<file path="config.mk">
export PLATFORM = sky130hd
export DESIGN_NAME = treepe_seq
export DESIGN_NICKNAME = d
export VERILOG_FILES = /design/src/rtl/treepe_seq.sv
export SDC_FILE = /design/constraint.sdc
export NUM_CORES = 1
export LEC_CHECK = 0
export CAP_MARGIN = 20
export CORE_AREA = 4 4 234 236
export CTS_CLUSTER_SIZE = 10
export DETAILED_ROUTE_END_ITERATION = 8
export DIE_AREA = 0 0 238 240
export PLACE_DENSITY_LB_ADDON = 0.3
export SLEW_MARGIN = 40
export SYNTH_ARGS = -nofsm -noshare
export SYNTH_HDL_FRONTEND = slang
export SYNTH_SLANG_ARGS = --single-unit
</file>
<file path="constraint.sdc">
create_clock -name clk -period 1.7 [get_ports clk]
set_input_delay 0.34 -clock clk [delete_from_list [all_inputs] [get_ports clk]]
set_output_delay 0.34 -clock clk [all_outputs]
set_load 0.03 [all_outputs]
</file>
<file path="src/rtl/treepe_seq.sv">
// treepe_seq: sequencer in front of the 8-lane fp32 tree/accumulator PE.
// Takes a reduction command (start, len), clears the PE accumulator, streams
// len 256-bit beats onto the PE lanes, waits out the PE pipeline, then
// captures pe_out and holds it until the consumer takes it.
//
// Ports:
//   clk, rst           clock, synchronous active-high reset
//   start, len         command strobe and beat count (sampled in IDLE only)
//   busy               high whenever not IDLE
//   in_valid/in_ready  input beat handshake, in_data = 8 fp32 lanes
//   acc_clr            PE accumulator reset
//   pe_a               registered lane data to the PE (zero when no beat)
//   pe_out             PE accumulator output
//   res_valid/ready    result handshake, res_data = captured fp32 result
//
// state  | meaning
// -------+-------------------------------------------------------------
// IDLE   | waiting for start
// CLR    | one cycle with acc_clr high
// STREAM | accepting beats until remaining reaches zero
// DRAIN  | zero-filling the PE while its pipeline empties
// HOLD   | result valid, waiting for res_ready

module treepe_seq #(
   parameter int PIPE_LAT = 8,
   parameter int LEN_W    = 16
) (
   input  logic             clk,
   input  logic             rst,
   input  logic             start,
   input  logic [LEN_W-1:0] len,
   output logic             busy,
   input  logic             in_valid,
   output logic             in_ready,
   input  logic [255:0]     in_data,
   output logic             acc_clr,
   output logic [255:0]     pe_a,
   input  logic [31:0]      pe_out,
   output logic             res_valid,
   input  logic             res_ready,
   output logic [31:0]      res_data
);

   typedef enum logic [2:0] {
      IDLE   = 3'd0,
      CLR    = 3'd1,
      STREAM = 3'd2,
      DRAIN  = 3'd3,
      HOLD   = 3'd4
   } state_t;

   localparam logic [7:0] DRAIN_LOAD = 8'(PIPE_LAT);

   state_t           state_q, state_d;
   logic [LEN_W-1:0] remaining;
   logic [7:0]       drain_cnt;
   logic             xfer;
   logic             last_beat;

   assign xfer      = in_valid & in_ready;
   assign last_beat = xfer && (remaining == LEN_W'(1));

   always_ff @(posedge clk) begin
      if (rst) state_q <= IDLE;
      else     state_q <= state_d;
   end

   always_comb begin
      state_d  = state_q;
      busy     = (state_q != IDLE);
      in_ready = (state_q == STREAM);
      case (state_q)
         IDLE:    if (start) state_d = CLR;
         CLR:     state_d = (remaining != '0) ? STREAM : DRAIN;
         STREAM:  if (last_beat) state_d = DRAIN;
         DRAIN:   if (drain_cnt == 8'd0) state_d = HOLD;
         HOLD:    if (res_ready) state_d = IDLE;
         default: state_d = IDLE;
      endcase
   end

   always_ff @(posedge clk) begin
      if (rst) begin
         remaining <= '0;
         drain_cnt <= '0;
         pe_a      <= '0;
         res_valid <= 1'b0;
         res_data  <= '0;
         acc_clr   <= 1'b1;
      end else begin
         acc_clr <= (state_q == IDLE) && start;
         // Idle lanes carry +0.0 so they never disturb the running sum.
         pe_a    <= xfer ? in_data : '0;

         if ((state_q == IDLE) && start) remaining <= len;
         else if (xfer)                  remaining <= remaining - LEN_W'(1);

         if (((state_q == CLR) && (remaining == '0)) || last_beat)
            drain_cnt <= DRAIN_LOAD;
         else if ((state_q == DRAIN) && (drain_cnt != 8'd0))
            drain_cnt <= drain_cnt - 8'd1;

         if ((state_q == DRAIN) && (drain_cnt == 8'd0)) begin
            res_data  <= pe_out;
            res_valid <= 1'b1;
         end else if ((state_q == HOLD) && res_ready) begin
            res_valid <= 1'b0;
         end
      end
   end

endmodule

</file>
==> flow_metrics.env <==
export IMPL_grt_pass1_wl_um=54680
export IMPL_synthXorXnorAreaFrac_pct=1.010
export IMPL_crit_chain="buf_6, or3_4, buf_6, buf_12"
export IMPL_cts_sinks=317
export IMPL_crit_fanout=7
export IMPL_finalHoldViolations=0
export IMPL_critPathLaunchType="register"
export IMPL_layout_commonest_cell="dfxtp_1"
export IMPL_die_area_um2=57120
export IMPL_run_status="finished with violations"
export IMPL_tns_ps=-32500
export IMPL_rsz0062_at_grt="true"
export IMPL_synth_edf_count=0
export IMPL_io_pins=601
export IMPL_cts_tree="built"
export IMPL_routedWlPerCell_um=18.58
export IMPL_hp_class="primary input to register"
export IMPL_yosysTopAreaCell="dfxtp_1"
export IMPL_die_y_um=240
export IMPL_p_per_area_nw_per_um2=1155
export IMPL_drcViolationCount=0
export IMPL_synthCells=881
export IMPL_max_cap_viol_count=0
export IMPL_max_slew_margin_pct=72.18
export IMPL_hold_buffers=0
export IMPL_min_from="rst"
export IMPL_die_w_um=238
export IMPL_drive_gt1_share_pct=24.47
export IMPL_drt_vias_per_instance=3.820
export IMPL_ant_nets=0
export IMPL_ys_seq_area_share_pct=66.51
export IMPL_grt_usage_pct=12.55
export IMPL_clockBufferDepth=3
export IMPL_vias=8794
export IMPL_critPathSlowestCell="or3_4"
export IMPL_grt_overflow=0
export IMPL_fin_crit_sh_pct=116.0
export IMPL_hpwl_um=29440
export IMPL_synth_nets=1195
export IMPL_areaGrowthSynthToFinish_pct=103.6
export IMPL_skew_ps=12.15
export IMPL_antenna_found_initial=8
export IMPL_synth_avg_cell_area_um2=10.83
export IMPL_timing_rr_start="state_q[0]"
export IMPL_synth_compound_area_share_pct=4.865
export IMPL_yosys_warnings=0
export IMPL_p_leak_nw=8.860
export IMPL_cp_arrival_ps=1630
export IMPL_violations="negative setup slack"
export IMPL_timing_critical_path_required_ps=1360
export IMPL_core_area_um2=52450
export IMPL_fin_ws_ps=-271.7
export IMPL_cpMostUsedCell="buf_6"
export IMPL_async_flop_share_pct=0
export IMPL_synth_top_family_by_area="simple AND/OR/NAND/NOR gates"
export IMPL_finalNonFillerCells=2302
export IMPL_holdWs_ps=259.2
export IMPL_worstSetupPathType="register to output port"
export IMPL_crit_family="simple AND/OR/NAND/NOR gates"
export IMPL_startpoint="state_q[1]"
export IMPL_synth_cell_types=41
export IMPL_setup_viol=276
export IMPL_wl_um=42770
export IMPL_placed_cells=2184
export IMPL_slew_violations=0
export IMPL_htreeDepth=2
export IMPL_tightest_slew_ps=418.9
export IMPL_path_clk_slew_ps=50
export IMPL_synth_top_area_share_pct=66.51
export IMPL_crit_path_end_kind="output port"
export IMPL_dr_pass1_iters=4
export IMPL_dominantRegCellSynth="dfxtp_1"
export IMPL_portBuffers=600
export IMPL_yosys_area_share_simple_pct=24.46
export IMPL_synthTopCellsByArea="dfxtp_1 67%, and2_1 17%, nand2_1 3.3%"
export IMPL_final_cell_mix="312 x dfxtp_1, 307 x clkdlybuf4s50_1, 267 x dlygate4sd2_1, 145 x and2_4, 113 x and2_1"
export IMPL_insertion_delay_ps=540
export IMPL_cts_inserted_buffers=40
export IMPL_drt_iter0_drc=212
export IMPL_cpPeakStageDelay_ps=390
export IMPL_clockRootBuffer="clkbuf_16"
export IMPL_core_rowCount=84
export IMPL_fmax_ghz=0.5072
export IMPL_grt_pass1_vias=8897
export IMPL_nNetsFinal=1911
export IMPL_critPathBufInv=3
export IMPL_utilization_pct=37.04
export IMPL_gp_congestion=0.7936
export IMPL_start_util_pct=18.19
export IMPL_synthMuxAreaShare_pct=0.1180
export IMPL_grt_start_max_net_pins=41
export IMPL_vdd_drop_max_uv=558.4
export IMPL_synth_adder_area_share_pct=0.6557
export IMPL_fin_crit_ps=1972
export IMPL_syn_area_um2=9542
export IMPL_ys_ff_latch=317
## state kept, by name, indices dropped and copies added (netlist names)
| register | flops |
|---|---|
| res_data | 32 |
| acc_clr | 1 |
| state_q | 3 |
| pe_a | 256 |
| res_valid | 1 |
| remaining | 16 |
| drain_cnt | 8 |
## metrics by stage
| stage | setup slack (ps) | area [µm²] | total power, mW |
|---|---|---|---|
| 2_1_floorplan | -113.1 | 9620 | 11.08 |
| 5_1_grt | -340.0 | 19420 | 23.51 |
| 3_5_place_dp | -475.6 | 16850 | 13.80 |
| 3_3_place_gp | -530.2 | 16850 | 13.78 |
| 6_report | -271.7 | 19420 | 22.44 |
| 4_1_cts | -327.8 | 17990 | 21.62 |
## metal layers
layer | GRT usage (%) | up-vias | share of wire (%) | routed length [µm]
li1 | - | 4243 | - | -
met1 | 13.94 | 4079 | 38 | 16080
met2 | 21.51 | 394 | 50 | 21460
met3 | 5.208 | 72 | 9.2 | 3950
met4 | 4.837 | 6 | 2.9 | 1246
met5 | 0 | - | 0.065 | 28
## final cells by class
type / instances / area [µm²]
antenna: 4 / 10.01
clock buffer: 49 / 1055
clock inverter: 6 / 57.56
fill: 5220 / 33020
inverter: 7 / 26.28
multi-input combinational: 507 / 3597
sequential: 317 / 6352
tap: 688 / 860.8
timing repair buffer: 724 / 7465
## what timing repair did
action,4_1_cts,5_1_grt
buffers inserted,11,14
pin swaps,13,157
cloned,4,33
endpoints found under the setup margin,343,324
gates resized for setup,350,232
## power by group
| group | leakage [nW] | total [mW] | internal, mW | switching [mW] |
|---|---|---|---|---|
| logic | 5.76 | 6.64 | 3.43 | 3.21 |
| registers | 2.56 | 8.29 | 8.03 | 0.261 |
| clock network | 0.536 | 7.51 | 4.34 | 3.16 |
| total | 8.86 | 22.4 | 15.8 | 6.63 |
## synthesized netlist by cell type (4+ instances only)
library cell,instances
ha_1,5
or4_1,4
xnor2_1,5
nor3_1,6
buf_2,8
nor2_1,26
xor2_1,6
or3_1,5
nand3_1,7
o21ai_0,7
and2_1,258
clkbuf_1,41
a21oi_1,44
nand2_1,83
a211oi_1,6
o311ai_0,4
dfxtp_1,317
inv_1,7
nor4_1,7
nor3b_1,4
a22oi_1,4
## worst paths after layout
check	endpoint	slack (ps)	depth (start not counted)
worst max-delay path	busy	-270	4
worst min-delay path	remaining[2]	260	3
worst max register to register	pe_a[6]	-200	9
worst min register to register	res_data[9]	450	2
## worst reg2reg max path, cell delays in order (launching register included)
cell and delay, ps:
dfxtp_2 330, buf_6 120, buf_6 120, nor3b_4 220, nand2_2 100, nor2_4 270
buf_4 210, clkbuf_16 170, clkbuf_16 160, and2_1 130
## kinds of logic (layout without fill, tap and decap cells)
| group | after synthesis | in the layout |
|---|---|---|
| other | 0 | 4 |
| buffers and inverters | 57 | 786 |
| flip-flops | 317 | 317 |
| adder cells (fa/ha/maj) | 5 | 5 |
| multiplexers | 1 | 1 |
| XOR/XNOR | 11 | 11 |
| AND/OR/NAND/NOR | 413 | 413 |
| AO/OA/AOI/OAI | 77 | 77 |
Power figures use the tool's default switching activity.
==> RTL change: new RTL, config.mk and constraints unchanged <==
Reset style: asynchronous (`rst`), changed in 2 clocked blocks. Comments in the files are not updated.
--- a/src/rtl/treepe_seq.sv
+++ b/src/rtl/treepe_seq.sv
@@ -60,7 +60,7 @@
    assign xfer      = in_valid & in_ready;
    assign last_beat = xfer && (remaining == LEN_W'(1));
 
-   always_ff @(posedge clk) begin
+   always_ff @(posedge clk or posedge rst) begin
       if (rst) state_q <= IDLE;
       else     state_q <= state_d;
    end
@@ -79,7 +79,7 @@
       endcase
    end
 
-   always_ff @(posedge clk) begin
+   always_ff @(posedge clk or posedge rst) begin
       if (rst) begin
          remaining <= '0;
          drain_cnt <= '0;
Function: differs if rst is asserted again (counterexample within 4 cycles, from zero or initial values and one cycle with rst high); with rst held inactive, the same outputs for 4 cycles.
==> RTL change against the unedited design <==
- worst setup slack lost 0.052 ns
- critical path type is now flip-flop to flip-flop
- area after synthesis increased by 15%
- design area increased by 8.8%
- the flow still finishes with violations (negative setup slack)
- highest routed layer unchanged
- critical endpoint is now state_q[0]$_DFFE_PP0P_
- sequential cell count stayed put
- die area did not move
- wire length up 8.9%
- clock skew increased by 0.0082 ns
Power is not compared: it rests on default switching activity, and its combinational part moved more than twofold at a synthesized area within 25%.
==> RTL change: results (changes against the unedited design) <==
* Run status: complete, but fails checks
* Failing checks: negative setup slack
* Largest net degree at the start of global routing at 70 (+71%)
* XOR/XNOR share of the synthesized area at 0.4004% (-0.61 points)
* Cts bufs inserted at 39 (-2.5%)
* Setup WS pre-CTS at -0.4132 ns (+0.06235 ns)
* Setup Skew at 0.02032 ns (+0.008168 ns)
* Total Wirelength at 46580 um (+8.9%)
* Hold crit path type: input port to async pin
* CP arrival at 2.48 ns (+0.85 ns)
* Post-synthesis compound-gate area fraction at 2.539% (-2.3 points)
* Worst R2R Path Depth at 4 (-5)
* DR iter-0 viols at 270 (+27%)
* Placed cell areas at 0.01850 sq mm (+9.8%)
* Vias in the first global route at 9615 (+8.1%)
* Syn avg cell area at 13.95 sq um (+29%)
* Synth top cells by count: 316 x dfrtp_1, 256 x and2_1, 37 x clkbuf_1
* Synth unique cells at 46 (+12%)
* Ys async rst share at 100.0% (+100 points)
* Layout cells sized above 1 at 28.56% (+4.1 points)
* Area contributors post-synth: dfrtp_1 72%, and2_1 15%, mux2_2 3.3%
* Tot GR Track Use at 13.73% (+1.2 points)
* Mux share of post-synthesis cell area at 3.660% (+3.5 points)
* Max FO, Critical Path at 2 (-5)
* Fin worst setup slack at -0.3239 ns (-0.05225 ns)
* Initial antenna violation count at 4 (-4)
* Ys flop type: dfrtp_1
* First-pass GRT wire length at 59640 um (+9.1%)
* Final net count at 1846 (-3.4%)
* Final setup violating endpoints at 285 (+3.3%)
* Syn_nets at 1098 (-8.1%)
-- RTL change: what timing repair did --
item	in CTS	in global routing
hold buffers	0	0
setup buffers	7	17
gates resized for setup	331	264
endpoints found under the setup margin	338	307
gates cloned	1	40
pin swaps	6	169
hold endpoints to repair	0	0
-- RTL change: final timing paths --
path / startpoint / endpoint / slack (ns)
min reg2reg: res_data[18]$_DFFE_PP0P_ / res_data[18]$_DFFE_PP0P_ / 0.49
max: remaining[10]$_DFFE_PP0P_ / state_q[0]$_DFFE_PP0P_ / -0.32
max in group asynchronous: rst / state_q[0]$_DFFE_PP0P_ / 0.89
max reg2reg: remaining[10]$_DFFE_PP0P_ / state_q[0]$_DFFE_PP0P_ / -0.32
min: rst / pe_a[20]$_DFF_PP0_ / 0.26
min in group clk: in_data[111] / pe_a[111]$_DFF_PP0_ / 0.35
-- RTL change: power groups by stage --
stage,combinational (mW),sequential [mW],clock (mW)
after CTS,11.2,10.2,7.89
after floorplan,2.72,13.6,0
after global placement,12.0,10.3,0
after detailed placement,12.1,10.4,0
after global routing,15.3,10.4,8.20
final,14.6,10.2,7.60
-- RTL change: cell families after synthesis --
logic type / count (synthesis)
flip-flops: 317
multiplexers: 36
AND/OR/NAND/NOR: 336
AO/OA/AOI/OAI: 38
buffers and inverters: 47
XOR/XNOR: 5
adder cells (fa/ha/maj): 5
-- RTL change: area by class of cell --
| type | count | area [sq um] |
|---|---|---|
| fill | 4978 | 31320 |
| sequential | 317 | 7936 |
| timing repair buffer | 745 | 7695 |
| multi-input combinational | 420 | 3441 |
| clock buffer | 56 | 1111 |
| tap | 688 | 860.8 |
| inverter | 9 | 37.54 |
| clock inverter | 4 | 35.03 |
| antenna | 4 | 10.01 |
-- RTL change: worst min-delay path, stage by stage --
cell,delay (ns)
clkdlybuf4s50_1,0.46
clkinvlp_4,0.14
buf_12,0.19
-- RTL change: per-stage QoR --
stage | std cells | TNS [ns]
2_1_floorplan | 784 | -908.43
3_3_place_gp | 2115 | -73.33
3_5_place_dp | 2115 | -81.54
4_1_cts | 2183 | -5.997
5_1_grt | 2239 | -36.95
6_report | 2243 | -19.62
-- RTL change: routing by layer --
metal | track usage, % | wire (um)
met3 | 4.198 | 3117
met5 | 0 | 12
met2 | 24.85 | 23910
met1 | 15.35 | 18490
met4 | 4.749 | 1055
